[src/rtl/uart_tx_arbiter.sv]
// uart_tx_arbiter
//
// Round-robin arbiter that shares a single UART_TX transmitter among NREQ
// byte producers. Each grant captures one byte and that requester's parity
// settings, launches the frame with a one-cycle TX_DATA_VALID strobe, and
// tracks TX_BUSY so that only one frame is in flight at any time.
//
// Build option: define UART_ARB_TAG_EN to send a tag byte (TAG_BASE | sel)
// before the data byte on every grant. Both frames use the same parity
// settings. Without the macro each grant sends one frame.
//
// Ports
//   CLK            clock, rising edge
//   RST            asynchronous active-low reset
//   REQ            per-requester byte-pending level
//   REQ_DATA       byte of requester i at [8i+7:8i]
//   REQ_PAR_EN     per-requester parity enable
//   REQ_PAR_TYP    per-requester parity type (0 even, 1 odd)
//   ACK            one-cycle capture pulse to the granted requester
//   TX_BUSY        BUSY from UART_TX
//   TX_P_DATA      byte presented to UART_TX
//   TX_DATA_VALID  one-cycle launch strobe
//   TX_PAR_EN      parity enable of the current frame
//   TX_PAR_TYP     parity type of the current frame
//   GNT_ID         index of the current or last granted requester
//   ARB_BUSY       high from grant until the last frame of the grant is done
//
// state     | meaning
// ----------+------------------------------------------------------------
// IDLE      | waiting for a request while the transmitter is idle
// WAIT_BUSY | frame launched, waiting for TX_BUSY to rise
// WAIT_DONE | frame in progress, waiting for TX_BUSY to fall

module uart_tx_arbiter #(
  parameter int          NREQ     = 4,
  parameter int          IDW      = 2,
  parameter logic [7:0]  TAG_BASE = 8'hA0
) (
  input  logic              CLK,
  input  logic              RST,
  input  logic [NREQ-1:0]   REQ,
  input  logic [8*NREQ-1:0] REQ_DATA,
  input  logic [NREQ-1:0]   REQ_PAR_EN,
  input  logic [NREQ-1:0]   REQ_PAR_TYP,
  output logic [NREQ-1:0]   ACK,
  input  logic              TX_BUSY,
  output logic [7:0]        TX_P_DATA,
  output logic              TX_DATA_VALID,
  output logic              TX_PAR_EN,
  output logic              TX_PAR_TYP,
  output logic [IDW-1:0]    GNT_ID,
  output logic              ARB_BUSY
);

  typedef enum logic [1:0] {
    IDLE      = 2'd0,
    WAIT_BUSY = 2'd1,
    WAIT_DONE = 2'd2
  } state_t;

`ifdef UART_ARB_TAG_EN
  localparam bit TAG_EN = 1'b1;
`else
  localparam bit TAG_EN = 1'b0;
`endif

  state_t         state;
  logic [IDW-1:0] ptr;

  logic           found;
  logic [IDW-1:0] sel;
  logic [IDW-1:0] ptr_nxt;
  logic [7:0]     sel_byte;
  logic [7:0]     tag_byte;
  logic [7:0]     first_byte;

`ifdef UART_ARB_TAG_EN
  logic [7:0]     data_hold;
  logic           second_pending;
`endif

  // First set REQ bit at or above ptr, wrapping around.
  always_comb begin
    found = 1'b0;
    sel   = '0;
    for (int i = 0; i < NREQ; i++) begin
      if (!found && REQ[(int'(ptr) + i) % NREQ]) begin
        found = 1'b1;
        sel   = IDW'((int'(ptr) + i) % NREQ);
      end
    end
  end

  assign ptr_nxt    = IDW'((int'(sel) + 1) % NREQ);
  assign sel_byte   = REQ_DATA[8*int'(sel) +: 8];
  assign tag_byte   = TAG_BASE | 8'(sel);
  assign first_byte = TAG_EN ? tag_byte : sel_byte;

  always_ff @(posedge CLK or negedge RST) begin
    if (!RST) begin
      state          <= IDLE;
      ptr            <= '0;
      ACK            <= '0;
      TX_P_DATA      <= 8'h00;
      TX_DATA_VALID  <= 1'b0;
      TX_PAR_EN      <= 1'b0;
      TX_PAR_TYP     <= 1'b0;
      GNT_ID         <= '0;
      ARB_BUSY       <= 1'b0;
`ifdef UART_ARB_TAG_EN
      data_hold      <= 8'h00;
      second_pending <= 1'b0;
`endif
    end else begin
      ACK           <= '0;
      TX_DATA_VALID <= 1'b0;
      case (state)
        IDLE: begin
          if (found && !TX_BUSY) begin
            ACK           <= NREQ'(1) << sel;
            TX_P_DATA     <= first_byte;
            TX_PAR_EN     <= REQ_PAR_EN[sel];
            TX_PAR_TYP    <= REQ_PAR_TYP[sel];
            GNT_ID        <= sel;
            TX_DATA_VALID <= 1'b1;
            ARB_BUSY      <= 1'b1;
            ptr           <= ptr_nxt;
`ifdef UART_ARB_TAG_EN
            data_hold      <= sel_byte;
            second_pending <= 1'b1;
`endif
            state         <= WAIT_BUSY;
          end
        end
        WAIT_BUSY: begin
          if (TX_BUSY) state <= WAIT_DONE;
        end
        WAIT_DONE: begin
          if (!TX_BUSY) begin
`ifdef UART_ARB_TAG_EN
            if (second_pending) begin
              // Data frame follows the tag; parity settings are kept.
              TX_P_DATA      <= data_hold;
              TX_DATA_VALID  <= 1'b1;
              second_pending <= 1'b0;
              state          <= WAIT_BUSY;
            end else begin
              ARB_BUSY <= 1'b0;
              state    <= IDLE;
            end
`else
            ARB_BUSY <= 1'b0;
            state    <= IDLE;
`endif
          end
        end
        default: state <= IDLE;
      endcase
    end
  end

endmodule

[config.mk]
export PLATFORM = sky130hd
export DESIGN_NAME = uart_tx_arbiter
export DESIGN_NICKNAME = d
export VERILOG_FILES = /design/src/rtl/uart_tx_arbiter.sv
export SDC_FILE = /design/constraint.sdc
export NUM_CORES = 1
export LEC_CHECK = 0
export CORE_MARGIN = 4
export CORE_UTILIZATION = 25
export DETAILED_ROUTE_END_ITERATION = 12
export GPL_ROUTABILITY_DRIVEN = 0
export PLACE_DENSITY_LB_ADDON = 0.1
export SYNTH_ARGS = -nofsm -noshare
export SYNTH_HDL_FRONTEND = slang
export SYNTH_SLANG_ARGS = --single-unit
[constraint.sdc]
create_clock -name CLK -period 1.66 [get_ports CLK]
set_input_delay 0.415 -clock CLK [delete_from_list [all_inputs] [get_ports CLK]]
set_output_delay 0.415 -clock CLK [all_outputs]
set_load 0.01 [all_outputs]
==> reports/qor.txt <==
Core ar. - 5170 um2
First-pass GRT wire length - 6890 um
DP HPWL - 3380 um
H-tree depth - 1
Number of synthesized flops with an enable pin - 0
Status - complete, no violations
Placed Instances - 289
Layout cells sized above 1 - 29.6%
Post-CTS Hold Fix Bufs - 0
PD cells - 1150 nW/um2
Core Rows - 26
Inserted Diodes - 0
Critical path launch point type - register
Worst slew pin tran - 0.283 ns
Clock transition at path regs - 0.08 ns
Grt total ovfl - 0
Clock Tree Root - clkbuf_8
Max-slew violations - 0
Fin crit period - 1.61 ns
Sequential share of the synthesized area - 41.0%
Worst Setup End Kind - register
Asr flop ratio synth - 100%
Post-route antenna net violation count - 0
WP data required - 1.81 ns
Setup TNS - 0 ns
Slowest stage delay, CP - 0.44 ns
Hold crit path type - register to register
Total track usage - 13.5%
Pleak - 1.03 nW
Total vias in the final route - 1,404
Most common cell in the netlist - dfrtp_1
Vias/cell - 4.74
Vias in the first global route - 1,461
Achievable Freq - 623 MHz
Gate count after technology mapping - 136
RSZ-0062 raised after global routing - true
Crit-path slowest cell - dfrtp_2
DR pass1 iterations - 4
Worst ir drop on vdd - 0.420 mV
Syn Nets - 183
MaxCap Viol Count - 0
Synthesized area - 1340 um2
Period utilisation layout - 96.7%
Yosys top cell area share - 41.0%
Max-slew headroom - 81.1%
Largest net degree at the start of global routing - 23
Clk sinks - 22
Final Non-Filler Cells - 296
Final setup violation count - 0
Remaining DRCs - 0
Crit Path Max Fanout - 5
Per-cell routed wire length - 14.8 um
Cell variety after synth - 34
CTS Buf Count - 3
Reg2Reg Depth - 6
Post-synth top cells - dfrtp_1 (22), nand2_1 (13)
Syn_area_per_cell - 9.88 um2
TritonCTS clock tree - done
Port Buf Inserts - 64
Synth warn - 0
Yosys top cell by area - dfrtp_1
Dominant cells by area after synthesis - dfrtp_1 (41%), mux2i_1 (7.4%), o211ai_2 (7.4%)
CP Class - register to register
Initial Util - 26.0%
Worst-Skew Late Latency - 0.26 ns
Hold Path Stages - 1
I/O pins - 65
Nets - 275
Sequence of cells on the critical path - nor2b_1, o21a_1, buf_4, o31ai_4, a21bo_4, o211ai_2
Reg-to-reg startpoint - ptr[1]$_DFFE_PN0P_
Die Area - 6610 um2
Crit-path leading delay family - compound AO/OA/AOI/OAI gates
Die H - 81.3 um
#FFs+latches synth - 22
Clock Skew - 0.00469 ns
Stages on worst setup path - 6
Die width - 81.3 um
Fillers - 497
WL final - 4370 um
CTS max path bufs - 2
Crit. Startpoint - ptr[1]$_DFFE_PN0P_
Hold Vio Cnt, Final - 0
Buf/Inv on CP - 1
Main synth FF type - dfrtp_1
Initial antenna violation count - 0
Start point of the worst hold path - GNT_ID[1]$_DFFE_PN0P_
Arrival @ worst endpoint - 1.76 ns
Starting DRT DRC Count - 50
Area Growth Syn to Fin - 77.7%
[routing by layer]
layer  GRT usage (%)  vias to the layer above  wire [um]
li1                -                      684          -
met1            16.6                      673       1780
met2            23.7                       41       2340
met3            2.33                        6        194
met4            4.22                        0         55
met5               0                        -          0
[worst register-to-register path, cell delays in order, from the launching register on]
cell and delay, ns:
dfrtp_2 0.44, nor2b_1 0.16, o21a_1 0.23, buf_4 0.18
o31ai_4 0.25, a21bo_4 0.17, o211ai_2 0.06
[worst paths after layout]
check                                            to  slack (ns)
max                        TX_P_DATA[2]$_DFFE_PN0P_        0.05
min                           GNT_ID[1]$_DFFE_PN0P_        0.48
max reg2reg                TX_P_DATA[2]$_DFFE_PN0P_        0.05
min reg2reg                   GNT_ID[1]$_DFFE_PN0P_        0.48
max in group asynchronous        ptr[0]$_DFFE_PN0P_        0.91
min in group asynchronous  TX_P_DATA[3]$_DFFE_PN0P_        0.50
[where the power goes]
part	total [mW]	internal (mW)	switching, mW	leakage, nW
logic	1.56	0.878	0.678	0.739
registers	0.842	0.723	0.119	0.274
clock network	0.340	0.162	0.177	0.0216
total	2.74	1.76	0.974	1.03
[stage by stage]
step	hold WS, ns	cell area (um2)	setup WS [ns]	power [mW]	utilization [%]
after floorplan	0.119	1350	-0.0196	1.56	-
after global placement	0.462	2260	-0.449	2.30	43.6
after detailed placement	0.470	2260	-0.516	2.33	43.6
after CTS	0.489	2320	-0.0300	2.69	44.8
after global routing	0.504	2390	-0.0307	2.93	46.2
final	0.483	2390	0.0540	2.74	46.2
[sequential cells by signal, summed over array words and instances, names as in the netlist]
register,count
ACK,4
ARB_BUSY,1
GNT_ID,2
TX_DATA_VALID,1
TX_PAR_EN,1
TX_PAR_TYP,1
TX_P_DATA,8
ptr,2
state,2
[cells in the final DEF, fill, tap and decap left out, types with 2 or more instances in the layout]
cell,instances
a21oi_1,2
mux2i_1,10
a211oi_1,2
buf_2,4
buf_4,31
nor2_1,10
a21o_1,2
buf_6,2
clkbuf_8,3
nand4_1,10
nand2b_1,2
nand2_1,13
o211ai_1,2
o21ai_1,3
o31ai_2,5
o31ai_1,4
dfrtp_2,2
dfrtp_1,20
and2_1,3
clkdlybuf4s50_1,59
o211ai_2,8
a21bo_1,9
[cell type report]
type                    instances  area, um2  area share [%]
repair buffers                 98        896            37.5
inverters                       2       7.51           0.314
well taps                      70       87.6            3.67
clock buffers                   3       41.3            1.73
multi-input cells             101        803            33.6
flip-flops and latches         22        553            23.2
[kinds of logic after synthesis]
group                  Yosys count  share of synthesized area (%)
XOR/XNOR                         2                           1.30
multiplexers                    10                           7.45
AO/OA/AOI/OAI                   42                           27.3
flip-flops                      22                           41.0
AND/OR/NAND/NOR                 47                           18.3
buffers and inverters           13                           4.75
[timing repair]
item / CTS / global route
buffers inserted: 2 / 2
gates resized for setup: 20 / 15
hold endpoints to repair: 0 / 0
endpoints found under the setup margin: 17 / 12
pin swaps: 2 / 2
No activity file was read; power rests on OpenSTA's default activity.
